==> src/rtl/pc_sequencer_pkg.sv <==
// Shared encodings for the program-counter sequencer: operand-A mux select
// values and the 3-bit sequencer state encoding.
package pc_sequencer_pkg;

  localparam logic PC_JUMP = 1'b1;
  localparam logic PC_INC  = 1'b0;

  typedef enum logic [2:0] {
    PCS_IDLE  = 3'd0,
    PCS_FETCH = 3'd1,
    PCS_EXEC  = 3'd2,
    PCS_HALT  = 3'd3,
    PCS_ERR   = 3'd4
  } pcs_state_e;

  // States from which a start pulse is honoured.
  function automatic logic pcs_restartable(pcs_state_e s);
    return (s == PCS_IDLE) || (s == PCS_HALT) || (s == PCS_ERR);
  endfunction

endpackage

==> src/rtl/pc_sequencer_fetch_timer.sv <==
// Counts FETCH cycles without an ack; expired_o flags the cycle in which the
// count would reach ACK_TIMEOUT, so the ACK_TIMEOUT-th unanswered cycle errors.
module pc_sequencer_fetch_timer #(
  parameter int ACK_TIMEOUT = 255
) (
  input  logic clk_i,
  input  logic rst_ni,
  input  logic clr_i,
  input  logic en_i,
  output logic expired_o
);

  localparam int CNT_W = (ACK_TIMEOUT < 2) ? 1 : $clog2(ACK_TIMEOUT + 1);
  localparam logic [CNT_W-1:0] CNT_LAST = CNT_W'(ACK_TIMEOUT - 1);

  logic [CNT_W-1:0] cnt_q, cnt_d;

  always_comb begin
    cnt_d = cnt_q;
    if (clr_i) begin
      cnt_d = '0;
    end else if (en_i) begin
      cnt_d = cnt_q + CNT_W'(1);
    end
  end

  always_ff @(posedge clk_i or negedge rst_ni) begin
    if (!rst_ni) begin
      cnt_q <= '0;
    end else begin
      cnt_q <= cnt_d;
    end
  end

  assign expired_o = en_i && !clr_i && (cnt_q == CNT_LAST);

endmodule

==> src/rtl/pc_sequencer.sv <==
// Program-counter sequencer: owns the PC, runs fetch/execute against
// instruction memory and steers the operand-A mux on branches.
module pc_sequencer
  import pc_sequencer_pkg::*;
#(
  parameter int PC_WIDTH    = 64,
  parameter int INSTR_WIDTH = 32,
  parameter int PC_STEP     = 4,
  parameter int ACK_TIMEOUT = 255
) (
  input  logic                   i_clk,
  input  logic                   i_rst_n,
  input  logic                   i_start,
  input  logic [PC_WIDTH-1:0]    i_start_pc,
  output logic                   o_imem_req,
  output logic [PC_WIDTH-1:0]    o_imem_addr,
  input  logic                   i_imem_ack,
  input  logic [INSTR_WIDTH-1:0] i_instr,
  output logic [INSTR_WIDTH-1:0] o_instr,
  output logic                   o_instr_valid,
  input  logic                   i_is_branch,
  input  logic                   i_branch_taken,
  input  logic                   i_halt,
  input  logic                   i_exec_done,
  input  logic [PC_WIDTH-1:0]    i_alu_result,
  output logic                   o_branch_sel,
  output logic [PC_WIDTH-1:0]    o_pc,
  output logic                   o_busy,
  output logic                   o_halted,
  output logic                   o_err
);

  localparam logic [PC_WIDTH-1:0] PC_INCR    = PC_WIDTH'(PC_STEP);
  localparam logic [PC_WIDTH-1:0] ALIGN_MASK = {PC_WIDTH{1'b1}} << $clog2(PC_STEP);

  pcs_state_e             state_q, state_d;
  logic [PC_WIDTH-1:0]    pc_q, pc_d;
  logic [INSTR_WIDTH-1:0] instr_q, instr_d;
  logic                   valid_q, valid_d;
  logic                   req_q, busy_q, halted_q, err_q;
  logic                   tmr_clr, tmr_en, tmr_expired;

  pc_sequencer_fetch_timer #(
    .ACK_TIMEOUT(ACK_TIMEOUT)
  ) u_fetch_timer (
    .clk_i     (i_clk),
    .rst_ni    (i_rst_n),
    .clr_i     (tmr_clr),
    .en_i      (tmr_en),
    .expired_o (tmr_expired)
  );

  always_comb begin
    state_d = state_q;
    pc_d    = pc_q;
    instr_d = instr_q;
    valid_d = 1'b0;
    tmr_clr = 1'b1;
    tmr_en  = 1'b0;
    case (state_q)
      PCS_IDLE, PCS_HALT, PCS_ERR: begin
        if (i_start) begin
          pc_d    = i_start_pc;
          state_d = PCS_FETCH;
        end
      end
      PCS_FETCH: begin
        // An ack in the final allowed cycle still wins over the timeout.
        tmr_clr = i_imem_ack;
        tmr_en  = !i_imem_ack;
        if (i_imem_ack) begin
          instr_d = i_instr;
          valid_d = 1'b1;
          state_d = PCS_EXEC;
        end else if (tmr_expired) begin
          state_d = PCS_ERR;
        end
      end
      PCS_EXEC: begin
        if (i_exec_done) begin
          if (i_halt) begin
            state_d = PCS_HALT;
          end else if (i_is_branch && i_branch_taken) begin
            pc_d    = i_alu_result & ALIGN_MASK;
            state_d = PCS_FETCH;
          end else begin
            pc_d    = pc_q + PC_INCR;
            state_d = PCS_FETCH;
          end
        end
      end
      default: state_d = PCS_IDLE;
    endcase
  end

  always_ff @(posedge i_clk or negedge i_rst_n) begin
    if (!i_rst_n) begin
      state_q  <= PCS_IDLE;
      pc_q     <= '0;
      instr_q  <= '0;
      valid_q  <= 1'b0;
      req_q    <= 1'b0;
      busy_q   <= 1'b0;
      halted_q <= 1'b0;
      err_q    <= 1'b0;
    end else begin
      state_q  <= state_d;
      pc_q     <= pc_d;
      instr_q  <= instr_d;
      valid_q  <= valid_d;
      req_q    <= (state_d == PCS_FETCH);
      busy_q   <= (state_d == PCS_FETCH) || (state_d == PCS_EXEC);
      halted_q <= (state_d == PCS_HALT);
      err_q    <= (state_d == PCS_ERR);
    end
  end

  // Operand A carries the PC for the whole branch execute, so this stays combinational.
  assign o_branch_sel  = ((state_q == PCS_EXEC) && i_is_branch) ? PC_JUMP : PC_INC;

  assign o_pc          = pc_q;
  assign o_imem_addr   = pc_q;
  assign o_imem_req    = req_q;
  assign o_instr       = instr_q;
  assign o_instr_valid = valid_q;
  assign o_busy        = busy_q;
  assign o_halted      = halted_q;
  assign o_err         = err_q;

  // Restart is only legal from an idle-like state; keeps the helper tied to the FSM.
  logic unused_restart;
  assign unused_restart = pcs_restartable(state_q);

endmodule
==> config.mk <==
export PLATFORM = sky130hd
export DESIGN_NAME = pc_sequencer
export DESIGN_NICKNAME = d
export VERILOG_FILES = /design/src/rtl/pc_sequencer_pkg.sv /design/src/rtl/pc_sequencer_fetch_timer.sv /design/src/rtl/pc_sequencer.sv
export SDC_FILE = /design/constraint.sdc
export NUM_CORES = 1
export LEC_CHECK = 0
export CAP_MARGIN = 20
export CORE_AREA = 2 2 140 176
export DETAILED_ROUTE_END_ITERATION = 16
export DIE_AREA = 0 0 142 178
export SYNTH_ARGS = -nofsm -noshare
export SYNTH_HDL_FRONTEND = slang
export SYNTH_SLANG_ARGS = --single-unit
==> constraint.sdc <==
create_clock -name i_clk -period 5.55 [get_ports i_clk]
set_clock_uncertainty 0.2 [all_clocks]
set_input_delay 1.11 -clock i_clk [delete_from_list [all_inputs] [get_ports i_clk]]
set_output_delay 1.11 -clock i_clk [all_outputs]
set_load 0.02 [all_outputs]
==> flow_summary_export.csv, run 1 <==
group,metric,value,unit
clocking,cts_tree,"done",
layout,area_delta_synth_final,43.89,%
floorplanning,io_pins,334,
sta,fmax,0.2561,GHz
sta,report.final.hold_viol_count,0,
route,wl_per_cell,20.93,um
floorplanning,fp.dieH,178,um
clocking,cts_setup_buffers,0,
sta,drv_slew,0,
route,drt_iter0_drc,467,
clocking,hold_buffers,0,
worst_setup_path,cp.arrival,2.59,ns
sta,period_needed,3.905,ns
layout,drive_gt1_frac,0.08458,
global_routing,grt_pass1_wl,45.64,mm
clocking,htreeDepth,3,
route,top_layer,"met4",
layout,final_net_count,1301,
worst_setup_path,cp-startpoint,"i_is_branch",
yosys,synth_ff_type,"dfrtp_1",
sta,setup_viol,0,
sta,rsz0062_at_grt,"no",
worst_setup_path,start_kind,"primary input",
yosys,synth_cells,899,
global_routing,grt_pass1_vias,7842,
job,drv_cap,0,
run_status,status,"finished clean",
worst_setup_path,crit_required,4.24,ns
route,dr.pass1.iters,5,
clocking,clk_latency,0.36,ns
route,vias,7937,
worst_setup_path,cp_slowest_cell,"clkdlybuf4s50_1",
worst_setup_path,reg2reg_setup_slack,2.28,ns
route,via_per_inst,5.558,
placement,io_buffers,331,
route,wl_met2,15.04,mm
global_routing,antenna_found_initial,1,
yosys,yosys_warnings,0,
global_routing,grtUsageTotal,0.2337,
yosys,yosysTopAreaCell,"dfrtp_1",
yosys,synth_most_common_cell,"dfrtp_1",
yosys,ys_ff_latch,112,
power,powerDensity,548.4,nW/um^2
yosys,ys_types,75,
yosys,synthArstFlopShare,1.000,
sta,fin_setup_tns,0,ns
route,wl_met3,1.953,mm
sta,timing.final.crit_share,0.7036,
sta,worstMarginPinSlew,1.013,ns
clocking,ctsResizeCount,0,
yosys,synthesis.nets,1070,
route,drt_wl_total,29.89,mm
power,ir_worst_vdd,0.2960,mV
power,power_leakage,4.151,nW
worst_hold_path,worst_hold_startpoint,"o_instr[16]",
worst_setup_path,path_delay_family,"buffers and inverters",
placement,gp_congestion,0.8234,
worst_setup_path,crit_type,"primary input to output pin",
sta,fin_ws,1.645,ns
global_routing,grt_start_max_net_pins,81,
sta,hold_ws,0.3133,ns
yosys,syn_area,7654,um^2
clocking,cts.clk_slew.worst_paths,0.09,ns
placement,hpwl,21.52,mm
yosys,synth.avg_cell_area,8.513,um^2
worst_setup_path,crit_path_end_kind,"output pin",
clocking,clock-sinks,112,
yosys,synth_top_area_share,0.3662,
placement,dp_slack,1.596,ns
worst_setup_path,crit_chain,"clkdlybuf4s50_1, and2_1, clkdlybuf4s50_1",
clocking,cts_buffer_depth,2,
route,wl_met1,12.09,mm
clocking,cts-root-buf,"clkbuf_16",
placement,placed_area,10710,um^2
floorplanning,rows,63,
worst_setup_path,cp_max_fo,9,
clocking,cts_made_buffers,9,
yosys,yosys-top-cells-count,"112 x dfrtp_1, 70 x a21oi_1, 68 x nand2_1",
yosys,synth-seq-area-share,0.3662,
route,drcViolationCount,0,
worst_setup_path,crit_buf_inv,2,
layout,fillers,2326,
layout,fin_area,11010,um^2
worst_setup_path,r2r_start,"o_imem_addr[6]",
worst_hold_path,min_path_type,"flip-flop to flip-flop",
floorplanning,core,23570,um^2
floorplanning,die_area,25280,um^2
floorplanning,start_util,0.3247,
worst_setup_path,max_stage_delay,0.70,ns
layout,final_util,0.4673,
sta,slew_headroom,0.3195,
floorplanning,die_w,142,um
route,ant_nets,0,
global_routing,overflow,0,
worst_setup_path,cpMostUsedCell,"clkdlybuf4s50_1",
yosys,synth.area.top_cells,"dfrtp_1 37%, buf_4 6.3%, mux2_2 5.6%",
yosys,synth_enable_flop_cells,0,
==> layout by cell type, fill, tap and decap left out, drive strengths merged, types with 12 or more instances in the layout <==
master | Yosys | layout
a21oi | 70 | 70
xor2 | 12 | 12
nand4 | 35 | 35
and3 | 18 | 18
buf | 78 | 14
nor2 | 58 | 58
o21ai | 67 | 67
a31oi | 12 | 12
mux2 | 38 | 38
nand3 | 68 | 68
dfrtp | 112 | 112
nor4 | 15 | 15
inv | 16 | 20
nand2 | 68 | 68
clkdlybuf4s50 | 0 | 330
nor3 | 24 | 24
==> sequential cells by signal, summed over array words and instances (netlist names) <==
register / count
u_fetch_timer.cnt_q: 8
o_instr_valid: 1
state_q: 3
o_imem_req: 1
o_halted: 1
o_imem_addr: 64
o_err: 1
o_instr: 32
o_busy: 1
==> worst paths after layout <==
check | end | cells after the start
max | o_branch_sel | 3
min | o_instr[16] | 1
max reg2reg | o_imem_addr[63] | 5
min reg2reg | o_instr[16] | 1
max in group asynchronous | o_imem_addr[48] | 2
min in group asynchronous | o_instr[13] | 1
==> layout make-up <==
| cell class | instances | area [um^2] | share of cell area |
|---|---|---|---|
| repair buffers | 344 | 3408 | 0.3095 |
| clock buffers | 9 | 225.2 | 0.02045 |
| clock inverters | 7 | 72.57 | 0.006589 |
| diodes | 1 | 2.502 | 0.0002272 |
| multi-input cells | 647 | 4076 | 0.3701 |
| inverters | 16 | 60.06 | 0.005453 |
| well taps | 292 | 365.4 | 0.03317 |
| flip-flops and latches | 112 | 2803 | 0.2545 |
==> report_power, final <==
| group | internal (mW) | switching [mW] |
|---|---|---|
| registers | 1.19 | 0.568 |
| logic | 1.70 | 1.90 |
| clock network | 0.320 | 0.357 |
==> per-stage QoR <==
stage	instances	power (mW)
5_1_grt	1428	6.449
3_5_place_dp	1411	5.393
6_report	1428	6.040
2_1_floorplan	899	3.926
4_1_cts	1427	6.102
3_3_place_gp	1411	5.350
==> cell families after synthesis <==
family | Yosys count | share of synthesized area
muxes | 44 | 0.06376
adders and majority gates | 3 | 0.004905
AOI/OAI and AO/OA | 241 | 0.2014
DFF | 112 | 0.3662
and+or+nand+nor | 338 | 0.2341
buffers and inverters | 140 | 0.1056
xor gates and xnor gates | 21 | 0.02403
==> metal layers <==
layer	track usage	vias to the layer above
met2	0.4096	309
met3	0.05315	42
li1	-	3740
met5	0	-
met4	0.08500	0
met1	0.2796	3846
(Power assumes the default switching activity.)
==> run 2: changes to the inputs <==
--- a/config.mk
+++ b/config.mk
@@ -9,6 +9,7 @@
 export CORE_AREA = 2 2 140 176
 export DETAILED_ROUTE_END_ITERATION = 16
 export DIE_AREA = 0 0 142 178
+export PLACE_DENSITY = 0.67
 export SYNTH_ARGS = -nofsm -noshare
 export SYNTH_HDL_FRONTEND = slang
 export SYNTH_SLANG_ARGS = --single-unit
==> constraint.sdc (replaced) <==
create_clock -name i_clk -period 3.4 [get_ports i_clk]
set_clock_uncertainty 0.2 [all_clocks]
set_input_delay 0.68 -clock i_clk [delete_from_list [all_inputs] [get_ports i_clk]]
set_output_delay 0.68 -clock i_clk [all_outputs]
set_load 0.02 [all_outputs]
==> run 2 against run 1 <==
Sequential power is 60% higher; via count increased by 2.4%; register-to-register slack worse by 1.7 ns; clock power rose by 65%; non-clock buffer count increased by 26; cell count rose by 1.8%; critical endpoint unchanged.
==> flow_summary_export.csv, run 2 (synthesized netlist as in run 1, its figures left out) <==
group,metric,value,unit
route,dr.pass1.iters,5,
layout,diodes,0,
worst_setup_path,cp-startpoint,"i_is_branch",
clocking,cts_tree,"done",
worst_setup_path,crit_chain,"clkdlybuf4s50_1, and2_1, clkdlybuf4s50_1",
route,wl_per_cell,20.47,um
floorplanning,fp.dieH,178,um
global_routing,grt_pass1_vias,8129,
sta,setup_viol,0,
layout,largest_reg_flops,64,
worst_setup_path,reg2regPathDepth,5,
worst_hold_path,min_path_type,"primary input to async pin",
layout,area_delta_synth_final,47.07,%
job,drv_cap,0,
power,seqPwrFrac,0.282,
worst_setup_path,start_kind,"primary input",
clocking,clk_latency,0.37,ns
route,drt_wl_total,29.75,mm
worst_setup_path,max_stage_delay,0.69,ns
global_routing,antenna_found_initial,0,
worst_setup_path,path_delay_family,"buffers and inverters",
route,vias,8130,
power,powerDensity,887.6,nW/um^2
layout,fin_cells,1453,
power,p_int,5.361,mW
global_routing,grt_start_max_net_pins,53,
run_status,status,"finished clean",
clocking,clock-sinks,112,
sta,drv_slew,0,
placement,place_inst,1437,
sta,worstMarginPinSlew,0.6974,ns
layout,fillers,2241,
clocking,cts.clk_slew.worst_paths,0.09,ns
power,clkPwrFrac,0.112,
power,switchingPower,4.630,mW
worst_setup_path,crit_required,2.52,ns
layout,drive_gt1_frac,0.1051,
worst_setup_path,crit_buf_inv,2,
power,ir_worst_vdd,0.5951,mV
global_routing,grt_pass1_wl,45.58,mm
sta,fmax,0.3244,GHz
floorplanning,io_pins,334,
floorplanning,die_area,25280,um^2
layout,final_common_cell,"clkdlybuf4s50_1",
floorplanning,start_util,0.3247,
worst_setup_path,cp.arrival,2.20,ns
power,p_comb_frac,0.607,
global_routing,overflow,0,
clocking,cts_setup_buffers,0,
sta,report.final.hold_viol_count,0,
route,ant_nets,0,
clocking,ctsResizeCount,0,
sta,timing.final.crit_share,0.9065,
placement,hpwl,22.39,mm
power,switching_share,0.4634,
clocking,cts_buffer_depth,2,
route,drcViolationCount,0,
worst_setup_path,path_depth,3,
worst_setup_path,crit_type,"primary input to output pin",
worst_setup_path,cp_max_fo,9,
route,via_per_inst,5.595,
global_routing,grtUsageTotal,0.2312,
sta,period_needed,3.082,ns
clocking,cts_made_buffers,9,
floorplanning,die_w,142,um
clocking,cts-root-buf,"clkbuf_16",
route,drt_iter0_drc,413,
layout,final_cell_mix,"330 x clkdlybuf4s50_1, 112 x dfrtp_1, 70 x a21oi_1",
sta,slew_headroom,0.5315,
floorplanning,core,23570,um^2
worst_setup_path,r2r_start,"o_imem_addr[14]",
worst_setup_path,cp_slowest_cell,"clkdlybuf4s50_1",
floorplanning,rows,63,
layout,final_net_count,1327,
power,power_leakage,4.294,nW
worst_setup_path,crit_path_end_kind,"output pin",
sta,rsz0062_at_grt,"no",
placement,gp_congestion,0.8819,
placement,io_buffers,331,
worst_setup_path,cpMostUsedCell,"clkdlybuf4s50_1",
clocking,htreeDepth,3,
clocking,hold_buffers,0,
sta,fin_setup_tns,0,ns
[run 2: power by group through the flow]
stage | combinational, mW | sequential [mW] | clock [mW]
floorplan | 3.10 | 3.31 | 0
global placement | 6.02 | 2.81 | 0
detailed placement | 6.08 | 2.83 | 0
CTS | 6.10 | 2.82 | 1.14
global route | 6.51 | 2.94 | 1.18
finish | 6.06 | 2.81 | 1.12
[run 2: area by class of cell]
class | count | area [um^2] | share of cell area
tap | 292 | 365.4 | 0.03246
clock buffer | 9 | 225.2 | 0.02001
multi-input combinational | 647 | 4076 | 0.3622
timing repair buffer | 370 | 3654 | 0.3246
inverter | 16 | 60.06 | 0.005336
clock inverter | 7 | 72.57 | 0.006447
sequential | 112 | 2803 | 0.2490
[run 2: worst paths after layout]
| kind | end | slack, ns |
|---|---|---|
| setup / recovery | o_branch_sel | 0.32 |
| hold reg to reg | o_instr[6] | 0.31 |
| min in group i_clk | o_instr[6] | 0.31 |
| setup reg to reg | o_imem_addr[58] | 0.55 |
| hold / removal | o_instr[30] | 0.03 |
| max in group asynchronous | o_imem_addr[13] | 2.11 |
[run 2: worst register-to-register path: stages, from the launching register on]
cell and delay [ns]:
dfrtp_1 0.50, nand4_2 0.25, nor2_1 0.55, nand4_1 0.48
nor3_1 0.37, mux2_2 0.37
[run 2: through the flow]
stage | utilization | cell area, um^2 | hold WS (ns) | power [mW] | setup slack, ns
final | 0.4776 | 11260 | 0.02736 | 9.991 | 0.3178
after floorplan | - | 7654 | 0.1844 | 6.409 | 0.8703
after CTS | 0.4776 | 11260 | 0.03046 | 10.06 | 0.3351
after global routing | 0.4776 | 11260 | 0.04473 | 10.63 | 0.3141
after detailed placement | 0.4649 | 10960 | 0.2951 | 8.911 | 0.2107
after global placement | 0.4649 | 10960 | 0.2887 | 8.824 | 0.2450
[run 2: metal layers]
metal / share of wire / GRT usage / routed length (um)
met5: 0 / 0 / 0
met4: 0.022 / 0.07542 / 643
met3: 0.078 / 0.05584 / 2317
met2: 0.50 / 0.4076 / 14980
met1: 0.40 / 0.2760 / 11810
